[src/rtl/rf_wr_decoder_if.sv]
// Bus bundle for the register-file write decoder: write requests in,
// decoded per-register enables, winning-port indices and conflict status out.
interface rf_wr_decoder_if #(
    parameter int ADDR_W = 5,
    parameter int NPORTS = 2
);
    localparam int NREGS  = 1 << ADDR_W;
    localparam int PSEL_W = (NPORTS <= 2) ? 1 : 2;

    logic                       stall;
    logic                       clr_cnt;
    logic [NPORTS-1:0]          wr_en;
    logic [NPORTS*ADDR_W-1:0]   wr_addr;
    logic [NREGS-1:0]           we_onehot;
    logic [NREGS*PSEL_W-1:0]    port_sel;
    logic                       conflict;
    logic [7:0]                 conflict_cnt;
    logic                       valid;

    modport master (
        output stall, clr_cnt, wr_en, wr_addr,
        input  we_onehot, port_sel, conflict, conflict_cnt, valid
    );

    modport slave (
        input  stall, clr_cnt, wr_en, wr_addr,
        output we_onehot, port_sel, conflict, conflict_cnt, valid
    );
endinterface

[src/rtl/rf_wr_decoder.sv]
// Multi-port register-file write decoder: per-port address decode, merge with
// highest-port priority, conflict detection and a saturating conflict counter.
module rf_wr_decoder #(
    parameter int ADDR_W   = 5,
    parameter int NPORTS   = 2,
    parameter int ZERO_REG = 1
) (
    input  logic               clk,
    input  logic               rst_n,
    rf_wr_decoder_if.slave     bus
);
    localparam int NREGS  = 1 << ADDR_W;
    localparam int PSEL_W = (NPORTS <= 2) ? 1 : 2;

    logic [NREGS-1:0]        port_hot [NPORTS];

    logic [NREGS-1:0]        we_dec;
    logic [NREGS*PSEL_W-1:0] sel_dec;
    logic                    conflict_dec;

    logic [NREGS-1:0]        we_onehot_d,    we_onehot_q;
    logic [NREGS*PSEL_W-1:0] port_sel_d,     port_sel_q;
    logic                    conflict_d,     conflict_q;
    logic                    valid_d,        valid_q;
    logic [7:0]              conflict_cnt_d, conflict_cnt_q;

    // Register 0 is masked per port so it can neither write nor raise a conflict.
    always_comb begin
        for (int p = 0; p < NPORTS; p++) begin
            port_hot[p] = '0;
            if (bus.wr_en[p]) begin
                port_hot[p][bus.wr_addr[p*ADDR_W +: ADDR_W]] = 1'b1;
            end
            if (ZERO_REG != 0) begin
                port_hot[p][0] = 1'b0;
            end
        end
    end

    // Ascending port scan: the last hit seen is the highest-numbered port.
    always_comb begin
        logic hit;
        we_dec       = '0;
        sel_dec      = '0;
        conflict_dec = 1'b0;
        for (int r = 0; r < NREGS; r++) begin
            hit = 1'b0;
            for (int p = 0; p < NPORTS; p++) begin
                if (port_hot[p][r]) begin
                    if (hit) begin
                        conflict_dec = 1'b1;
                    end
                    hit = 1'b1;
                    sel_dec[r*PSEL_W +: PSEL_W] = PSEL_W'(p);
                end
            end
            we_dec[r] = hit;
        end
    end

    always_comb begin
        we_onehot_d    = we_onehot_q;
        port_sel_d     = port_sel_q;
        conflict_d     = conflict_q;
        valid_d        = valid_q;
        conflict_cnt_d = conflict_cnt_q;
        if (!bus.stall) begin
            we_onehot_d = we_dec;
            port_sel_d  = sel_dec;
            conflict_d  = conflict_dec;
            valid_d     = |we_dec;
            if (conflict_dec && (conflict_cnt_q != 8'hFF)) begin
                conflict_cnt_d = conflict_cnt_q + 8'd1;
            end
        end
        // Clearing wins over both stall and a same-cycle increment.
        if (bus.clr_cnt) begin
            conflict_cnt_d = 8'd0;
        end
    end

    always_ff @(posedge clk or negedge rst_n) begin
        if (!rst_n) begin
            we_onehot_q    <= '0;
            port_sel_q     <= '0;
            conflict_q     <= 1'b0;
            valid_q        <= 1'b0;
            conflict_cnt_q <= 8'd0;
        end else begin
            we_onehot_q    <= we_onehot_d;
            port_sel_q     <= port_sel_d;
            conflict_q     <= conflict_d;
            valid_q        <= valid_d;
            conflict_cnt_q <= conflict_cnt_d;
        end
    end

    assign bus.we_onehot    = we_onehot_q;
    assign bus.port_sel     = port_sel_q;
    assign bus.conflict     = conflict_q;
    assign bus.valid        = valid_q;
    assign bus.conflict_cnt = conflict_cnt_q;
endmodule

[src/flat_wrapper.sv]
// flat-port wrapper written by rule: the top's interface ports become plain ports
module rf_wr_decoder_flat 
#(
    parameter int ADDR_W   = 5,
    parameter int NPORTS   = 2,
    parameter int ZERO_REG = 1
)
  (clk, rst_n, bus_stall, bus_clr_cnt, bus_wr_en, bus_wr_addr, bus_we_onehot, bus_port_sel, bus_conflict, bus_conflict_cnt, bus_valid);
  rf_wr_decoder_if #(.ADDR_W(ADDR_W), .NPORTS(NPORTS)) bus_i ();
  input  logic clk;
  input  logic rst_n;
  input wire logic [$bits(bus_i.stall)-1:0] bus_stall;
  input wire logic [$bits(bus_i.clr_cnt)-1:0] bus_clr_cnt;
  input wire logic [$bits(bus_i.wr_en)-1:0] bus_wr_en;
  input wire logic [$bits(bus_i.wr_addr)-1:0] bus_wr_addr;
  output wire logic [$bits(bus_i.we_onehot)-1:0] bus_we_onehot;
  output wire logic [$bits(bus_i.port_sel)-1:0] bus_port_sel;
  output wire logic [$bits(bus_i.conflict)-1:0] bus_conflict;
  output wire logic [$bits(bus_i.conflict_cnt)-1:0] bus_conflict_cnt;
  output wire logic [$bits(bus_i.valid)-1:0] bus_valid;
  assign bus_i.stall = bus_stall;
  assign bus_i.clr_cnt = bus_clr_cnt;
  assign bus_i.wr_en = bus_wr_en;
  assign bus_i.wr_addr = bus_wr_addr;
  assign bus_we_onehot = bus_i.we_onehot;
  assign bus_port_sel = bus_i.port_sel;
  assign bus_conflict = bus_i.conflict;
  assign bus_conflict_cnt = bus_i.conflict_cnt;
  assign bus_valid = bus_i.valid;
  rf_wr_decoder #(.ADDR_W(ADDR_W), .NPORTS(NPORTS), .ZERO_REG(ZERO_REG)) u_core (.clk(clk), .rst_n(rst_n), .bus(bus_i));
endmodule
[config.mk]
export PLATFORM = sky130hd
export DESIGN_NAME = rf_wr_decoder_flat
export DESIGN_NICKNAME = d
export VERILOG_FILES = /design/src/rtl/rf_wr_decoder_if.sv /design/src/rtl/rf_wr_decoder.sv /design/src/flat_wrapper.sv
export SDC_FILE = /design/constraint.sdc
export NUM_CORES = 1
export LEC_CHECK = 0
export BUFFER_PORTS_ARGS = -buffer_cell sky130_fd_sc_hd__buf_2
export CAP_MARGIN = 20
export CORE_MARGIN = 4
export CORE_UTILIZATION = 25
export DETAILED_ROUTE_END_ITERATION = 16
export PLACE_DENSITY = 0.52
export SLEW_MARGIN = 10
export SYNTH_ARGS = -nofsm -noshare
export SYNTH_HDL_FRONTEND = slang
export SYNTH_SLANG_ARGS = --single-unit
[constraint.sdc]
create_clock -name clk -period 2.5 [get_ports clk]
set_clock_uncertainty 0.1 [all_clocks]
set_input_delay 0.375 -clock clk [delete_from_list [all_inputs] [get_ports clk]]
set_output_delay 0.375 -clock clk [all_outputs]
set_load 0.005 [all_outputs]
==> results.sh <==
export IMPL_status="finished, final reports clean"
export IMPL_rsz0062_at_grt="no"
export IMPL_grt_pass1_vias=3991
export IMPL_period_share_pct=93.4
export IMPL_stdcell_count=816
export IMPL_io_pins=90
export IMPL_cts_clk_slew_worst_paths_ps=60
export IMPL_netlist_instances=466
export IMPL_root_buffer="clkbuf_16"
export IMPL_synth_top_area_cell="dfrtp_1"
export IMPL_place_inst=800
export IMPL_grt_max_degree=67
export IMPL_power_density_nw_per_um2=511
export IMPL_drtPass1Iterations=4
export IMPL_yosys_area_top_type_share_pct=44.5
export IMPL_clock_latency_ps=340
export IMPL_tightest_slew_ps=526
export IMPL_ir_drop_mv=0.312
export IMPL_placedInstanceArea_um2=5100
export IMPL_start_util_pct=25.5
export IMPL_ys_ff_latch=72
export IMPL_synth_top_cells_by_area="dfrtp_1 45%, nand2_1 6.5%, o21ai_0 6.1%"
export IMPL_ys_flop_type="dfrtp_1"
export IMPL_synth_area_um2=4050
export IMPL_r2r_slack_ps=440
export IMPL_route_detailed_drc=0
export IMPL_vias_per_cell=4.95
export IMPL_wl_per_cell_um=18.2
export IMPL_grt_pass1_wl_mm=23.2
export IMPL_finalHoldViolCount=0
export IMPL_drt_total_wl_mm=14.9
export IMPL_critical_path_buf_inv_count=2
export IMPL_core_um2=15900
export IMPL_hpwl_mm=11.7
export IMPL_die_area_um2=18300
export IMPL_cp_max_fo=14
export IMPL_ff2ff_path_depth=7
export IMPL_cts_tree="done"
export IMPL_htreeDepth=3
export IMPL_crit_chain="buf_2 > or3b_1 > nor4_1 > o221ai_1 > nand4_1 > o31ai_2 > buf_4 > or3_1 > a21oi_1"
export IMPL_cts_sinks=72
export IMPL_syn_area_per_cell_um2=8.69
export IMPL_die_h_um=135
export IMPL_hp_start="bus_clr_cnt"
export IMPL_synth_common_cells="72 x dfrtp_1, 70 x nand2_1, 49 x o21ai_0, 35 x nor2_1, 31 x a21oi_1"
export IMPL_max_stage_delay_ps=460
export IMPL_cp_start_kind="input pin"
export IMPL_syn2layout_area_growth_pct=33.1
export IMPL_preCtsSetupSlack_ps=-170
export IMPL_grt_usage_pct=16.6
export IMPL_p_leak_uw=0.00251
export IMPL_reg2reg_to="u_core.bus.conflict_cnt[7]"
export IMPL_drv_cap=0
export IMPL_grt_ovfl_total=0
export IMPL_worstHoldPathType="in2reg"
export IMPL_path_class="in2reg"
export IMPL_whs_path_depth=2
export IMPL_diodes=0
export IMPL_antenna_found_initial=0
export IMPL_p_total_uw=2750
export IMPL_min_period_ps=2330
export IMPL_first_iter_violations=314
export IMPL_r2r_start="u_core.bus.conflict_cnt[2]"
export IMPL_synth_edff_count=0
export IMPL_required_ps=2660
export IMPL_drv_slew=0
export IMPL_cts_buffers_inserted=9
export IMPL_path_delay_family="simple AND/OR/NAND/NOR gates"
export IMPL_worst_ep_arrival_time_ps=2490
export IMPL_synth_seq_area_share_pct=44.5
export IMPL_cts_max_path_buffers=2
export IMPL_yosys_cell_types_count=62
export IMPL_fmax_ghz=0.428
export IMPL_critPathCaptureType="flop"
export IMPL_row_count=46
export IMPL_drtAntennaViolNets=0
export IMPL_setup_viol=0
export IMPL_synthMostInstantiatedCell="dfrtp_1"
export IMPL_ys_warn_count=0
export IMPL_drive_gt1_share_pct=32.2
export IMPL_hold_end="u_core.bus.conflict_cnt[4]"
export IMPL_synthArstFlopShare_pct=100
export IMPL_nNetsFinal=613
export IMPL_cts_repair_resize_count=0
export IMPL_finalSetupTns_ps=0
export IMPL_routabilityCongestion=0.890
export IMPL_fin_area_um2=5390
export IMPL_cp_slowest_cell="or3b_1"
export IMPL_place_port_buffers=87
export IMPL_vias=4039
export IMPL_fillerInstances=1766
export IMPL_dieWidth_um=135
export IMPL_max_slew_margin_rel_pct=65.0
export IMPL_setup_ws_ps=166
kinds of logic (layout without fill, tap and decap cells):
logic type	count (synthesis)	count (layout)	synth area share [%]
flip-flops	72	72	44.5
multiplexers	8	8	2.16
adder cells (fa/ha/maj)	1	1	0.309
buffers and inverters	52	185	6.12
AO/OA/AOI/OAI	135	135	20.8
XOR/XNOR	6	6	1.30
other	1	2	0.0926
AND/OR/NAND/NOR	191	191	24.7
how the worst max path moves through the flow:
stage / end / cells after the start / slack [ps] / start
floorplan: u_core.bus.conflict_cnt[1] / 10 / 160 / bus_wr_addr[7]
global placement: u_core.bus.conflict_cnt[6] / 9 / -200 / bus_wr_addr[2]
detailed placement: u_core.bus.conflict_cnt[7] / 9 / -170 / bus_wr_addr[2]
CTS: u_core.bus.conflict_cnt[7] / 9 / 180 / bus_wr_addr[2]
global route: u_core.bus.conflict_cnt[7] / 9 / 80 / bus_wr_addr[2]
finish: u_core.bus.conflict_cnt[7] / 9 / 170 / bus_wr_addr[4]
per-layer routing:
metal / track usage (%) / routed length, um / up-vias
li1: - / - / 1937
met4: 6.27 / 423 / 0
met3: 3.60 / 607 / 28
met2: 26.7 / 7050 / 107
met1: 22.0 / 6800 / 1967
met5: 0 / 0 / -
power breakdown:
part / switching, uW / internal [uW] / total, uW
clock network: 463 / 720 / 1180
logic: 230 / 140 / 369
registers: 12.8 / 1190 / 1200
total: 705 / 2050 / 2750
what timing repair did:
item | 4_1_cts | 5_1_grt
hold buffers | 1 | 0
buffers inserted | 0 | 0
endpoints found under the setup margin | 0 | 0
hold endpoints to repair | 21 | 0
placed cells by master (no fill, tap or decap), types with 4 or more instances in the layout:
master,netlist,routed
or3_1,7,7
buf_4,2,76
nand3b_1,4,4
xor2_1,4,4
o21ai_0,49,49
mux2_2,6,6
clkbuf_16,0,9
nand3_1,11,11
nor3_1,10,10
o31ai_1,24,24
nand4bb_1,5,5
a22oi_1,5,5
nor2b_1,5,5
nor2_1,35,35
dfrtp_1,72,72
inv_1,6,6
o22ai_1,4,4
nand2_1,70,70
nor4_1,8,8
buf_2,12,86
and3_1,5,5
a21oi_1,31,31
state kept, by name, indices dropped and copies added (netlist names):
| signal | cells |
|---|---|
| u_core.bus.valid | 1 |
| u_core.bus.port_sel | 31 |
| u_core.bus.conflict_cnt | 8 |
| u_core.bus.conflict | 1 |
| u_core.bus.we_onehot | 31 |
metrics by stage:
step | util, % | hold WS (ps)
after floorplan | - | -20.6
after global placement | 32.1 | 272
after detailed placement | 32.1 | 280
after CTS | 33.9 | 192
after global routing | 33.9 | 210
final | 33.9 | 200
area by class of cell:
cell class | count | area, um2 | share of cell area, %
well taps | 216 | 270 | 5.02
repair buffers | 163 | 1010 | 18.8
clock inverters | 2 | 15.0 | 0.279
inverters | 7 | 26.3 | 0.488
clock buffers | 13 | 260 | 4.83
flip-flops and latches | 72 | 1800 | 33.4
multi-input cells | 343 | 2000 | 37.2
No activity file was read; power rests on OpenSTA's default activity.
